[config.mk]
export PLATFORM = sky130hd
export DESIGN_NAME = instruction_fetch
export DESIGN_NICKNAME = d
export VERILOG_FILES = /design/src/rtl/cpu_pkg.sv /design/src/rtl/fetch_buffer.sv /design/src/rtl/instruction_fetch.sv
export SDC_FILE = /design/constraint.sdc
export NUM_CORES = 1
export LEC_CHECK = 0
export CORE_MARGIN = 3
export CORE_UTILIZATION = 51
export CTS_CLUSTER_DIAMETER = 120
export DETAILED_ROUTE_END_ITERATION = 10
export GPL_TIMING_DRIVEN = 0
export PLACE_DENSITY_LB_ADDON = 0.2
export SLEW_MARGIN = 5
export SYNTH_ARGS = -nofsm -noshare
export SYNTH_HDL_FRONTEND = slang
export SYNTH_HIERARCHICAL = 1
export SYNTH_SLANG_ARGS = --single-unit
[constraint.sdc]
create_clock -name clk -period 6.1 [get_ports clk]
set_input_delay 1.22 -clock clk [delete_from_list [all_inputs] [get_ports clk]]
set_output_delay 1.22 -clock clk [all_outputs]
set_load 0.02 [all_outputs]
[src/rtl/cpu_pkg.sv]
// cpu_pkg: shared definitions for the fetch stage.
//   WORD_W / ADDR_W : instruction and word-address widths
//   fetch_state_e   : fetch FSM state encoding
//   sat_inc16       : saturating 16-bit increment used by the optional statistics counters
package cpu_pkg;

  localparam int unsigned WORD_W = 16;
  localparam int unsigned ADDR_W = 16;

  typedef enum logic [1:0] {
    StIdle = 2'd0,
    StReq  = 2'd1,
    StWait = 2'd2,
    StDrop = 2'd3
  } fetch_state_e;

  function automatic logic [15:0] sat_inc16(input logic [15:0] v);
    return (v == 16'hFFFF) ? v : v + 16'd1;
  endfunction

endpackage

[src/rtl/fetch_buffer.sv]
// fetch_buffer: small FIFO of {pc, instr} pairs between fetch and decode.
//   clk, reset            : clock, asynchronous active-high reset
//   push, push_pc/instr   : write one entry (ignored when full without a pop, or on flush)
//   pop                   : drop head entry (ignored when empty or on flush)
//   flush                 : empty the FIFO; wins over push and pop
//   count                 : number of valid entries
//   head_pc, head_instr   : head entry contents (zero after reset)
module fetch_buffer
  import cpu_pkg::*;
#(
  parameter int unsigned BUF_DEPTH = 2
) (
  input  logic                       clk,
  input  logic                       reset,
  input  logic                       push,
  input  logic [ADDR_W-1:0]          push_pc,
  input  logic [WORD_W-1:0]          push_instr,
  input  logic                       pop,
  input  logic                       flush,
  output logic [$clog2(BUF_DEPTH):0] count,
  output logic [ADDR_W-1:0]          head_pc,
  output logic [WORD_W-1:0]          head_instr
);

  localparam int unsigned PtrW = $clog2(BUF_DEPTH);
  localparam int unsigned CntW = PtrW + 1;
  localparam logic [CntW-1:0] CntFull = CntW'(BUF_DEPTH);
  localparam logic [CntW-1:0] CntOne  = CntW'(1);
  localparam logic [PtrW-1:0] PtrOne  = PtrW'(1);

  logic [ADDR_W-1:0] pc_mem_q    [BUF_DEPTH];
  logic [WORD_W-1:0] instr_mem_q [BUF_DEPTH];
  logic [PtrW-1:0]   rd_ptr_q, rd_ptr_d;
  logic [PtrW-1:0]   wr_ptr_q, wr_ptr_d;
  logic [CntW-1:0]   count_q, count_d;
  logic              do_push, do_pop;

  always_comb begin
    do_pop   = pop && !flush && (count_q != '0);
    // A full buffer still accepts a push when the head leaves in the same cycle.
    do_push  = push && !flush && ((count_q != CntFull) || do_pop);
    rd_ptr_d = rd_ptr_q;
    wr_ptr_d = wr_ptr_q;
    count_d  = count_q;
    if (flush) begin
      rd_ptr_d = '0;
      wr_ptr_d = '0;
      count_d  = '0;
    end else begin
      if (do_push) wr_ptr_d = wr_ptr_q + PtrOne;
      if (do_pop)  rd_ptr_d = rd_ptr_q + PtrOne;
      if (do_push && !do_pop)      count_d = count_q + CntOne;
      else if (!do_push && do_pop) count_d = count_q - CntOne;
    end
  end

  always_ff @(posedge clk or posedge reset) begin
    if (reset) begin
      rd_ptr_q <= '0;
      wr_ptr_q <= '0;
      count_q  <= '0;
      for (int i = 0; i < int'(BUF_DEPTH); i++) begin
        pc_mem_q[i]    <= '0;
        instr_mem_q[i] <= '0;
      end
    end else begin
      rd_ptr_q <= rd_ptr_d;
      wr_ptr_q <= wr_ptr_d;
      count_q  <= count_d;
      if (do_push) begin
        pc_mem_q[wr_ptr_q]    <= push_pc;
        instr_mem_q[wr_ptr_q] <= push_instr;
      end
    end
  end

  assign count      = count_q;
  assign head_pc    = pc_mem_q[rd_ptr_q];
  assign head_instr = instr_mem_q[rd_ptr_q];

endmodule

[src/rtl/instruction_fetch.sv]
// instruction_fetch: fetch stage between the program counter and decode.
// Issues one word-addressed read at a time, steers the PC (increment on an accepted
// request, load on redirect) and queues fetched instructions tagged with their PC.
//   clk, reset                       : clock, asynchronous active-high reset
//   pc_cur                           : current PC
//   pc_enable, pc_load, pc_next      : PC update strobe, load select, load address
//   imem_req/addr/ready              : read request handshake (addr = pc_cur)
//   imem_rvalid, imem_rdata          : read response
//   instr_valid/instr/instr_pc/ready : buffer head to decode
//   redirect, redirect_addr          : taken branch from execute (one-cycle pulse)
// Optional build macro IFETCH_STATS_EN adds stat_fetched / stat_stall saturating counters.
module instruction_fetch
  import cpu_pkg::*;
#(
  parameter int unsigned BUF_DEPTH = 2
) (
  input  logic              clk,
  input  logic              reset,
  input  logic [ADDR_W-1:0] pc_cur,
  output logic              pc_enable,
  output logic              pc_load,
  output logic [ADDR_W-1:0] pc_next,
  output logic              imem_req,
  output logic [ADDR_W-1:0] imem_addr,
  input  logic              imem_ready,
  input  logic              imem_rvalid,
  input  logic [WORD_W-1:0] imem_rdata,
`ifdef IFETCH_STATS_EN
  output logic [15:0]       stat_fetched,
  output logic [15:0]       stat_stall,
`endif
  output logic              instr_valid,
  output logic [WORD_W-1:0] instr,
  output logic [ADDR_W-1:0] instr_pc,
  input  logic              instr_ready,
  input  logic              redirect,
  input  logic [ADDR_W-1:0] redirect_addr
);

  localparam int unsigned CntW = $clog2(BUF_DEPTH) + 1;
  localparam logic [CntW:0] DepthExt = (CntW + 1)'(BUF_DEPTH);

  fetch_state_e      state_q, state_d;
  logic [ADDR_W-1:0] pending_pc_q, pending_pc_d;
  logic [CntW-1:0]   buf_count;
  logic [CntW:0]     count_after;
  logic              push, pop, flush, accept, room;

  fetch_buffer #(
    .BUF_DEPTH(BUF_DEPTH)
  ) u_buf (
    .clk       (clk),
    .reset     (reset),
    .push      (push),
    .push_pc   (pending_pc_q),
    .push_instr(imem_rdata),
    .pop       (pop),
    .flush     (flush),
    .count     (buf_count),
    .head_pc   (instr_pc),
    .head_instr(instr)
  );

  assign instr_valid = (buf_count != '0);
  assign imem_addr   = pc_cur;

  always_comb begin
    flush       = redirect;
    push        = !redirect && (state_q == StWait) && imem_rvalid;
    pop         = !redirect && instr_valid && instr_ready;
    count_after = {1'b0, buf_count} + {{CntW{1'b0}}, push} - {{CntW{1'b0}}, pop};
    room        = (count_after < DepthExt);
    imem_req    = !redirect && (state_q == StReq);
    accept      = imem_req && imem_ready;
    pc_enable   = redirect || accept;
    pc_load     = redirect;
    pc_next     = redirect ? redirect_addr : '0;
    pending_pc_d = accept ? pc_cur : pending_pc_q;
    state_d     = state_q;
    if (redirect) begin
      // A read still in flight must be drained; if it lands now there is nothing to drop.
      if ((state_q == StWait || state_q == StDrop) && !imem_rvalid) state_d = StDrop;
      else                                                          state_d = StReq;
    end else begin
      unique case (state_q)
        StIdle:  if (room) state_d = StReq;
        StReq:   if (imem_ready) state_d = StWait;
        StWait:  if (imem_rvalid) state_d = room ? StReq : StIdle;
        StDrop:  if (imem_rvalid) state_d = StReq;
        default: state_d = StIdle;
      endcase
    end
  end

  always_ff @(posedge clk or posedge reset) begin
    if (reset) begin
      state_q      <= StIdle;
      pending_pc_q <= '0;
    end else begin
      state_q      <= state_d;
      pending_pc_q <= pending_pc_d;
    end
  end

`ifdef IFETCH_STATS_EN
  logic [15:0] stat_fetched_q, stat_fetched_d;
  logic [15:0] stat_stall_q, stat_stall_d;

  always_comb begin
    stat_fetched_d = push ? sat_inc16(stat_fetched_q) : stat_fetched_q;
    stat_stall_d   = (instr_valid && !instr_ready) ? sat_inc16(stat_stall_q) : stat_stall_q;
  end

  always_ff @(posedge clk or posedge reset) begin
    if (reset) begin
      stat_fetched_q <= '0;
      stat_stall_q   <= '0;
    end else begin
      stat_fetched_q <= stat_fetched_d;
      stat_stall_q   <= stat_stall_d;
    end
  end

  assign stat_fetched = stat_fetched_q;
  assign stat_stall   = stat_stall_q;
`endif

endmodule

After elaboration in Yosys (flattened, before gate mapping). Cells that the tools add are included.

Flip-flop bits (word level): 86. Input port bits: 54. Output and inout port bits: 68. Logic and storage cells: 82.

Add/sub/neg operators: 6. Order comparisons: 4. Equal/unequal tests: 8. Mux-type cells: 26. Bitwise gates (word level): 2. Reductions and logical operators: 27.

Operators by type and width (number): 16-bit two-way mux (8); 32-bit bitwise mux (2); 2-bit two-way mux (9); 16-bit demux with 1-bit select (1); 1-bit logical AND (14); 3-bit inequality test, second input constant (4); 2-bit case mux with 4 select lines (1); 2-bit nonzero test (3); 1-bit two-way mux (5); 2-bit == test, second input constant (2); 2-bit greater-or-equal comparator, second input constant (2); 1-bit zero test (4); 1-bit inverter with 2-bit output (2); 4-bit AND reduction (1); 2-bit by 1-bit adder with 3-bit output (1); 1-bit logical OR (3); 3-bit by 2-bit < comparator with 1-bit output, second input constant (1); 3-bit nonzero test (1); 3-bit by 1-bit subtractor with 3-bit output (1); 1-bit adder, second input constant (2); 2-bit by 1-bit adder with 2-bit output, second input constant (1); 2-bit by 1-bit == test with 1-bit output, second input constant (1); 2-bit zero test (1); 2-bit by 1-bit < comparator with 1-bit output, second input constant (1); other kinds (2) (2).

Longest topological paths before layout. Gate-level depths: netlist (run 1).

Depth after elaboration: 12. Mapped depth: 9. Mapped depth without buffers: 8.

Cells and area by module. Netlist (run 1), hierarchy kept.

By module, submodules not included: fetch_buffer (instances 1, cells each 197, area an instance 3130.5 µm², seq. area each 1701.6 µm²); instruction_fetch (instances 1, cells each 90, area an instance 1073.5 µm², seq. area each 450.4 µm²).

Worst setup path before layout (run 1). OpenSTA, ideal clock, no wires.

Path type: input -> output. Start: in redirect. End: out pc_enable. Data arrival time: 2.201 ns. Data required time: 4.880 ns. Path slack: 2.679 ns. Cell stages on the path: 5. Path buffers: 2. Cells stage by stage: nor3b_2 > and2_4 > buf_12 > buf_12 > or2_2.

Cells in the longest elaborated chain, start to end: 4.

Ends and longest elaborated chain: start, declared (RTL line instruction_fetch.sv:36) `input logic redirect,`; 1-bit zero test (RTL line instruction_fetch.sv:73) `imem_req = !redirect && (state_q == StReq);`; 1-bit logical AND (RTL line instruction_fetch.sv:73); 1-bit logical AND (RTL line instruction_fetch.sv:74) `accept = imem_req && imem_ready;`; 1-bit logical OR (*) (RTL line instruction_fetch.sv:75) `pc_enable = redirect || accept;`; end, declared (RTL line instruction_fetch.sv:20) `output logic pc_enable,`.

Mark *: on every way between the ends. The rest lies on a longest branch, timed or not.

Final worst setup path (run 1). Same ends and word-level chain as after synthesis.

==> results.md, run 1 <==
- Outcome: finished clean
- Yosys warnings: 6
- Postcts setup bufs: 0
- FF-to-FF End: u_buf/pc_mem_q[14]
- WP buf/inv: 4
- Num rows: 32
- Iteration-0 DRC Markers: 42
- Critical path cell sequence: clkdlybuf4s50_1, nor3b_2, and2_4, buf_12, buf_12, or2_2, clkdlybuf4s50_1
- WP data required: 4880 ps
- Pins over their slew limit: 0
- Reg clk slew, reported paths: roughly 80 ps
- Max-cap violations: 0
- Area taken by multi-input logic gates: around 1800 um^2
- Crit path to: pc_enable
- Final worst-path cycle share: 73.62%
- GR Util All Layers: between 20 and 25%
- Vias per cell: between 5 and 6
- Fmax achieved: between 200 and 250 MHz
- Critical path capture point type: output port
- Antenna-violating nets left: 0
- Tmin final: about 4500 ps
- Num ports: 122
- Hold depth: 1
- Routed WL per cell: between 15 and 20 um
- Final Cell Area: 5781 um^2
- Initial antenna violation count: 0
- Setup_tns: 0 ps
- # fillers: between 500 and 600
- DRC Markers: 0
- Number of hold buffers added after cts: 0
- Clock skew: 8.104 ps
- Crit-path slowest cell: clkdlybuf4s50_1
- Largest net degree at the start of global routing: 69
- Synth async-reset ratio: 100.0%
- CP max FO: 10
- Final setup violation count: 0
- Crit-path leading delay family: buffers and inverters
- Reg2reg start: u_buf/count[1]
- # clock sinks: 86
- Worst Setup SP: redirect
- Via Count: approximately 2.6k
- CP max stage delay: 670 ps
- Share of the synthesized area in the top cell type: roughly half
- Synthesis-stage register bit count: 86
- First-pass GRT wire length: roughly 15000 um
- Core Util, Final: about three quarters
- EDFF count, synth: 0
- DP HPWL: 6511 um
- Slew @ Worst Pin: between 800 and 900 ps
- Vias in the first global route: between 3k and 4k
- Synth top area cells: dfrtp_1, mux2_2, mux2_4
- Router iterations before antenna repair: 4
- Critical path depth: 7
- Min Hold Slack: 505.9 ps
- Lkg Pwr: between 2 and 3 nW
- Main flop type after synthesis: dfrtp_1
- Die ar.: 9368 um^2
- Dpl ws: between 1500 and 2000 ps
- Synthesized area: 4204 um^2
- Synth area leader: dfrtp_1
- Synth Instances: ~290
- Die width: slightly below 100 um
- CTS buffer count: 9
- Global route overflow: 0
- RSZ-0062 raised after global routing: false
- CP arrival: around 3300 ps
- Cell Area, Placed: approximately 5500 um^2
- Reg2reg setup slack: around 3600 ps
- Starting Density: approximately 54%
- Worst slew margin: about 45%
- Worst setup margin: approximately 1600 ps
- Synth unique cells: 33
- FF/Latch Area: roughly 2200 um^2
- Area grow syn2layout: 37.50%
- Hold Path Class: reg -> reg
- Peak supply drop: approximately 0.14 mV
- CTS tree: built
- Core area: 7848 um^2
- Ant. Diodes: 0
- Final GP Congestion: around 0.72
- Nets@finish: 475
- IO Port Bufs: 121
- Share of layout cells above drive strength 1: 38.53%
- Synthesized area per cell: approximately 15 um^2
- Clock latency on the worst-skew pair: about 350 ps
- Seq/Total Area, Yosys: between 50% and 60%
- Post-Route WL: 9084 um
- CTS root buf: clkbuf_8
- Max clock buf depth: 2
- Reg2reg path depth: 6
- Cell Pwr Density: between 200 and 300 nW/um^2
- H-Tree Depth: 3
- CP Class: in -> out
- Post-cts sizing count: 0
- Net Count, Synth: 343
- Chip height: a little under 100 um
- Fin. Hold Viols: 0
- CP Launch Type: input port
[cell usage after synthesis, types with 2 or more instances]
cell and number:
or2_2 2, buf_4 17, mux2_2 76, nor3b_2 2, nor2b_1 2, nand2b_1 2, xor2_1 2, a21oi_1 4
nor2_1 4, o21ai_0 2, dfrtp_1 86, clkbuf_1 6, buf_2 3, mux2_4 36, and2_1 16, buf_12 5
inv_1 6
[cell usage in the layout (no fill, tap or decap), drive strengths merged, types with 3 or more instances in the layout]
master / n
and2: 17
buf: 26
clkbuf: 15
inv: 6
dfrtp: 86
clkdlybuf4s50: 121
mux2: 112
a21oi: 4
bufinv: 3
nor2: 4
[area by class of cell]
| class | count | area share, % |
|---|---|---|
| clock buffers | 9 | 2.143 |
| multi-input cells | 163 | 30.32 |
| repair buffers | 121 | 20.95 |
| well taps | 102 | 2.208 |
| inverters | 6 | 0.4329 |
| plain buffers | 32 | 4.784 |
| flip-flops and latches | 86 | 37.23 |
| clock inverters | 6 | 1.926 |
[per-layer routing]
layer  track usage [%]  vias to the layer above  wire (um)
met1             25.68                     1296       3878
li1                  -                     1239          -
met3             7.066                       10        568
met5                 0                        -          0
met2             33.70                       97       4490
met4             5.616                        0        146
[kinds of logic after synthesis]
logic type	count (synthesis)	share of synthesized area [%]
AO/OA/AOI/OAI	9	1.339
XOR/XNOR	3	0.6251
adder cells (fa/ha/maj)	2	0.7738
buffers and inverters	38	7.113
flip-flops	86	51.19
multiplexers	112	33.21
AND/OR/NAND/NOR	37	5.744
[flip-flops by register name, summed over array words and instances, names as in the netlist]
register           count
u_buf/instr_mem_q     32
u_buf/pc_mem_q        32
pending_pc_q          16
state_q                2
u_buf/count            2
u_buf/rd_ptr_q         1
u_buf/wr_ptr_q         1
[power by group]
part	switching [W]	internal, W
sequential	0.0000465	0.000638
clock	0.000197	0.000270
combinational	0.000144	0.000231
[stage by stage]
step / power, W / cells
floorplan: 0.0009030 / 287
global placement: 0.001060 / 510
detailed placement: 0.001072 / 510
CTS: 0.001544 / 525
global route: 0.001598 / 525
finish: 0.001526 / 525
[how the worst min path moves through the flow]
stage | start | to
after CTS | u_buf/instr_mem_q[28] | u_buf/instr_mem_q[28]
after global placement | u_buf/instr_mem_q[5] | u_buf/instr_mem_q[5]
after floorplan | u_buf/pc_mem_q[7] | u_buf/pc_mem_q[7]
after detailed placement | u_buf/instr_mem_q[28] | u_buf/instr_mem_q[28]
after global routing | u_buf/pc_mem_q[3] | u_buf/pc_mem_q[3]
final | u_buf/instr_mem_q[28] | u_buf/instr_mem_q[28]
No activity file was read; power rests on OpenSTA's default activity.
==> inputs of run 2 (changes only) <==
- CORE_UTILIZATION: 51 -> 43
- clock period: 6.1 -> 3.9 ns (I/O delays scaled with it)
==> results.md, run 2 (synthesis gave the netlist of run 1 again) <==
- Ant. Diodes: 0 (unchanged)
- IO Port Bufs: 121 (unchanged)
- H-Tree Depth: 3 (unchanged)
- Post-Route WL: 8509 um (-6.3%)
- Final GP Congestion: 0.7266 (+1.2%)
- Largest registers: u_buf/instr_mem_q (32), u_buf/pc_mem_q (32), pending_pc_q (16)
- Starting Density: 44.86% (-8.7 points)
- Crit path to: pc_enable
- Num ports: 122 (unchanged)
- Num rows: 35 (+9.4%)
- CP Launch Type: input port
- DP HPWL: 6005 um (-7.8%)
- Cell Pwr Density: 392.7 nW/um^2 (+49%)
- Routed WL per cell: 15.41 um (-11%)
- CTS tree: built
- Share of layout cells above drive strength 1: 38.53% (unchanged)
- CP arrival: 2820 ps (-450 ps)
- Lkg Pwr: 2.751 nW (-0.61%)
- Fmax achieved: between 200 and 300 MHz
- GR Util All Layers: 15.81% (-4.6 points)
- RSZ-0062 raised after global routing: false
- Largest net degree at the start of global routing: 69 (unchanged)
- Max clock buf depth: 2 (unchanged)
- Nets@finish: 475 (unchanged)
- CTS buffer count: 9 (unchanged)
- Clock skew: 5.787 ps (-2.317 ps)
- Tmin final: 3601 ps
- Final non-filler cell total: 552 (+5.1%)
- FF-to-FF End: u_buf/instr_mem_q[14]
- Slew @ Worst Pin: 823.7 ps (-8.734 ps)
- WP data required: 3120 ps (-1760 ps)
- First-pass GRT wire length: 13930 um (-9.0%)
- Postcts setup bufs: 0 (unchanged)
- Antenna-violating nets left: 0 (unchanged)
- Post-cts sizing count: 0 (unchanged)
- Outcome: finished clean
- Critical path capture point type: output port
- Iteration-0 DRC Markers: 62 (+48%)
- Reg2reg path depth: 6 (unchanged)
- Pins over their slew limit: 0 (unchanged)
- Vias per cell: 4.772 (-5.2%)
- Setup_tns: 0 ps (unchanged)
- Fin. Hold Viols: 0 (unchanged)
- Commonest non-fill, non-tap cell in the layout: clkdlybuf4s50_1
- Hold depth: 1 (unchanged)
- Die width: 104.9 um (+8.4%)
- Worst Setup SP: redirect
- CP Class: in -> out
- CP max FO: 10 (unchanged)
- Core area: 9371 um^2 (+19%)
- Reg2reg setup slack: 1390 ps (-2200 ps)
- Area grow syn2layout: 37.41% (about the same)
- Final worst-path cycle share: between 90% and 100%
- Reg clk slew, reported paths: 80 ps (about the same)
- Final setup violation count: 0 (unchanged)
- Number of hold buffers added after cts: 0 (unchanged)
- Initial antenna violation count: 0 (unchanged)
- # clock sinks: 86 (unchanged)
- Router iterations before antenna repair: 4 (unchanged)
- Chip height: 104.9 um (+8.4%)
- Max-cap violations: 0 (unchanged)
- Most frequent cells in the layout: clkdlybuf4s50_1, dfrtp_1, mux2_2
- # fillers: 792 (+49%)
- Worst slew margin: 45.09% (+0.58 points)
- Peak supply drop: 0.1926 mV (+34%)
- CTS root buf: clkbuf_8
- Vias in the first global route: 2873 (-4.5%)
- Via Count: 2634 (-0.30%)
- Die ar.: 11000 um^2 (+17%)
- Cells after DPL: 537 (+5.3%)
- Clock latency on the worst-skew pair: 350 ps (about the same)
- DRC Markers: 0 (unchanged)
- Reg2reg start: u_buf/count[1]
- Hold Path Class: reg -> reg
- Global route overflow: 0 (unchanged)
- Total power: 0.002269 W (+49%)
[run 2: cell types whose count changed in the layout (fill, tap and decap cells not counted)]
cell       delta
bufinv_16     -2
clkbuf_8      +1
clkinv_4      +1
[run 2: critical path: stages]
cell             delay (ps)
clkdlybuf4s50_1         650
nor3b_2                 100
and2_4                  180
buf_12                  140
buf_12                  150
or2_2                   260
clkdlybuf4s50_1         550
[run 2: metrics by stage]
| step | utilization (%) | hold WS, ps | setup slack, ps | area (um^2) |
|---|---|---|---|---|
| after global routing | 61.64 | 525.3 | 137.4 | 5777 |
| after floorplan | - | 475.0 | 1355 | 4204 |
| final | 61.64 | 505.9 | 299.3 | 5777 |
| after CTS | 61.64 | 510.6 | 273.3 | 5777 |
| after detailed placement | 59.53 | 490.3 | 272.1 | 5579 |
| after global placement | 59.51 | 482.7 | 194.5 | 5577 |
[run 2: layout make-up]
class	instances	area (um^2)	area share, %
Tap cell	129	161.4	2.794
Multi-Input combinational cell	163	1753	30.34
Buffer	32	276.5	4.787
Inverter	6	25.02	0.4332
Timing Repair Buffer	121	1211	20.97
Clock buffer	10	137.6	2.382
Sequential cell	86	2152	37.25
Clock inverter	5	60.06	1.040
[run 2: power breakdown]
group	internal [W]	switching, W
combinational	0.000362	0.000221
sequential	0.000997	0.0000661
clock	0.000311	0.000311
[run 2: routing by layer]
layer	vias to the layer above	GRT usage, %	part of all wire (%)
li1	1241	-	-
met1	1293	19.73	44
met2	88	26.31	48
met3	12	4.385	6.7
met4	0	5.623	1.3
met5	-	0	0
[run 2: how the worst min path moves through the flow]
stage,endpoint,startpoint,slack (ps)
after detailed placement,u_buf/instr_mem_q[8],u_buf/instr_mem_q[8],490
final,u_buf/pc_mem_q[6],u_buf/pc_mem_q[6],510
after global placement,u_buf/instr_mem_q[30],u_buf/instr_mem_q[30],480
after CTS,u_buf/pc_mem_q[7],u_buf/pc_mem_q[7],510
after global routing,u_buf/instr_mem_q[23],u_buf/instr_mem_q[23],530
after floorplan,u_buf/pc_mem_q[7],u_buf/pc_mem_q[7],470
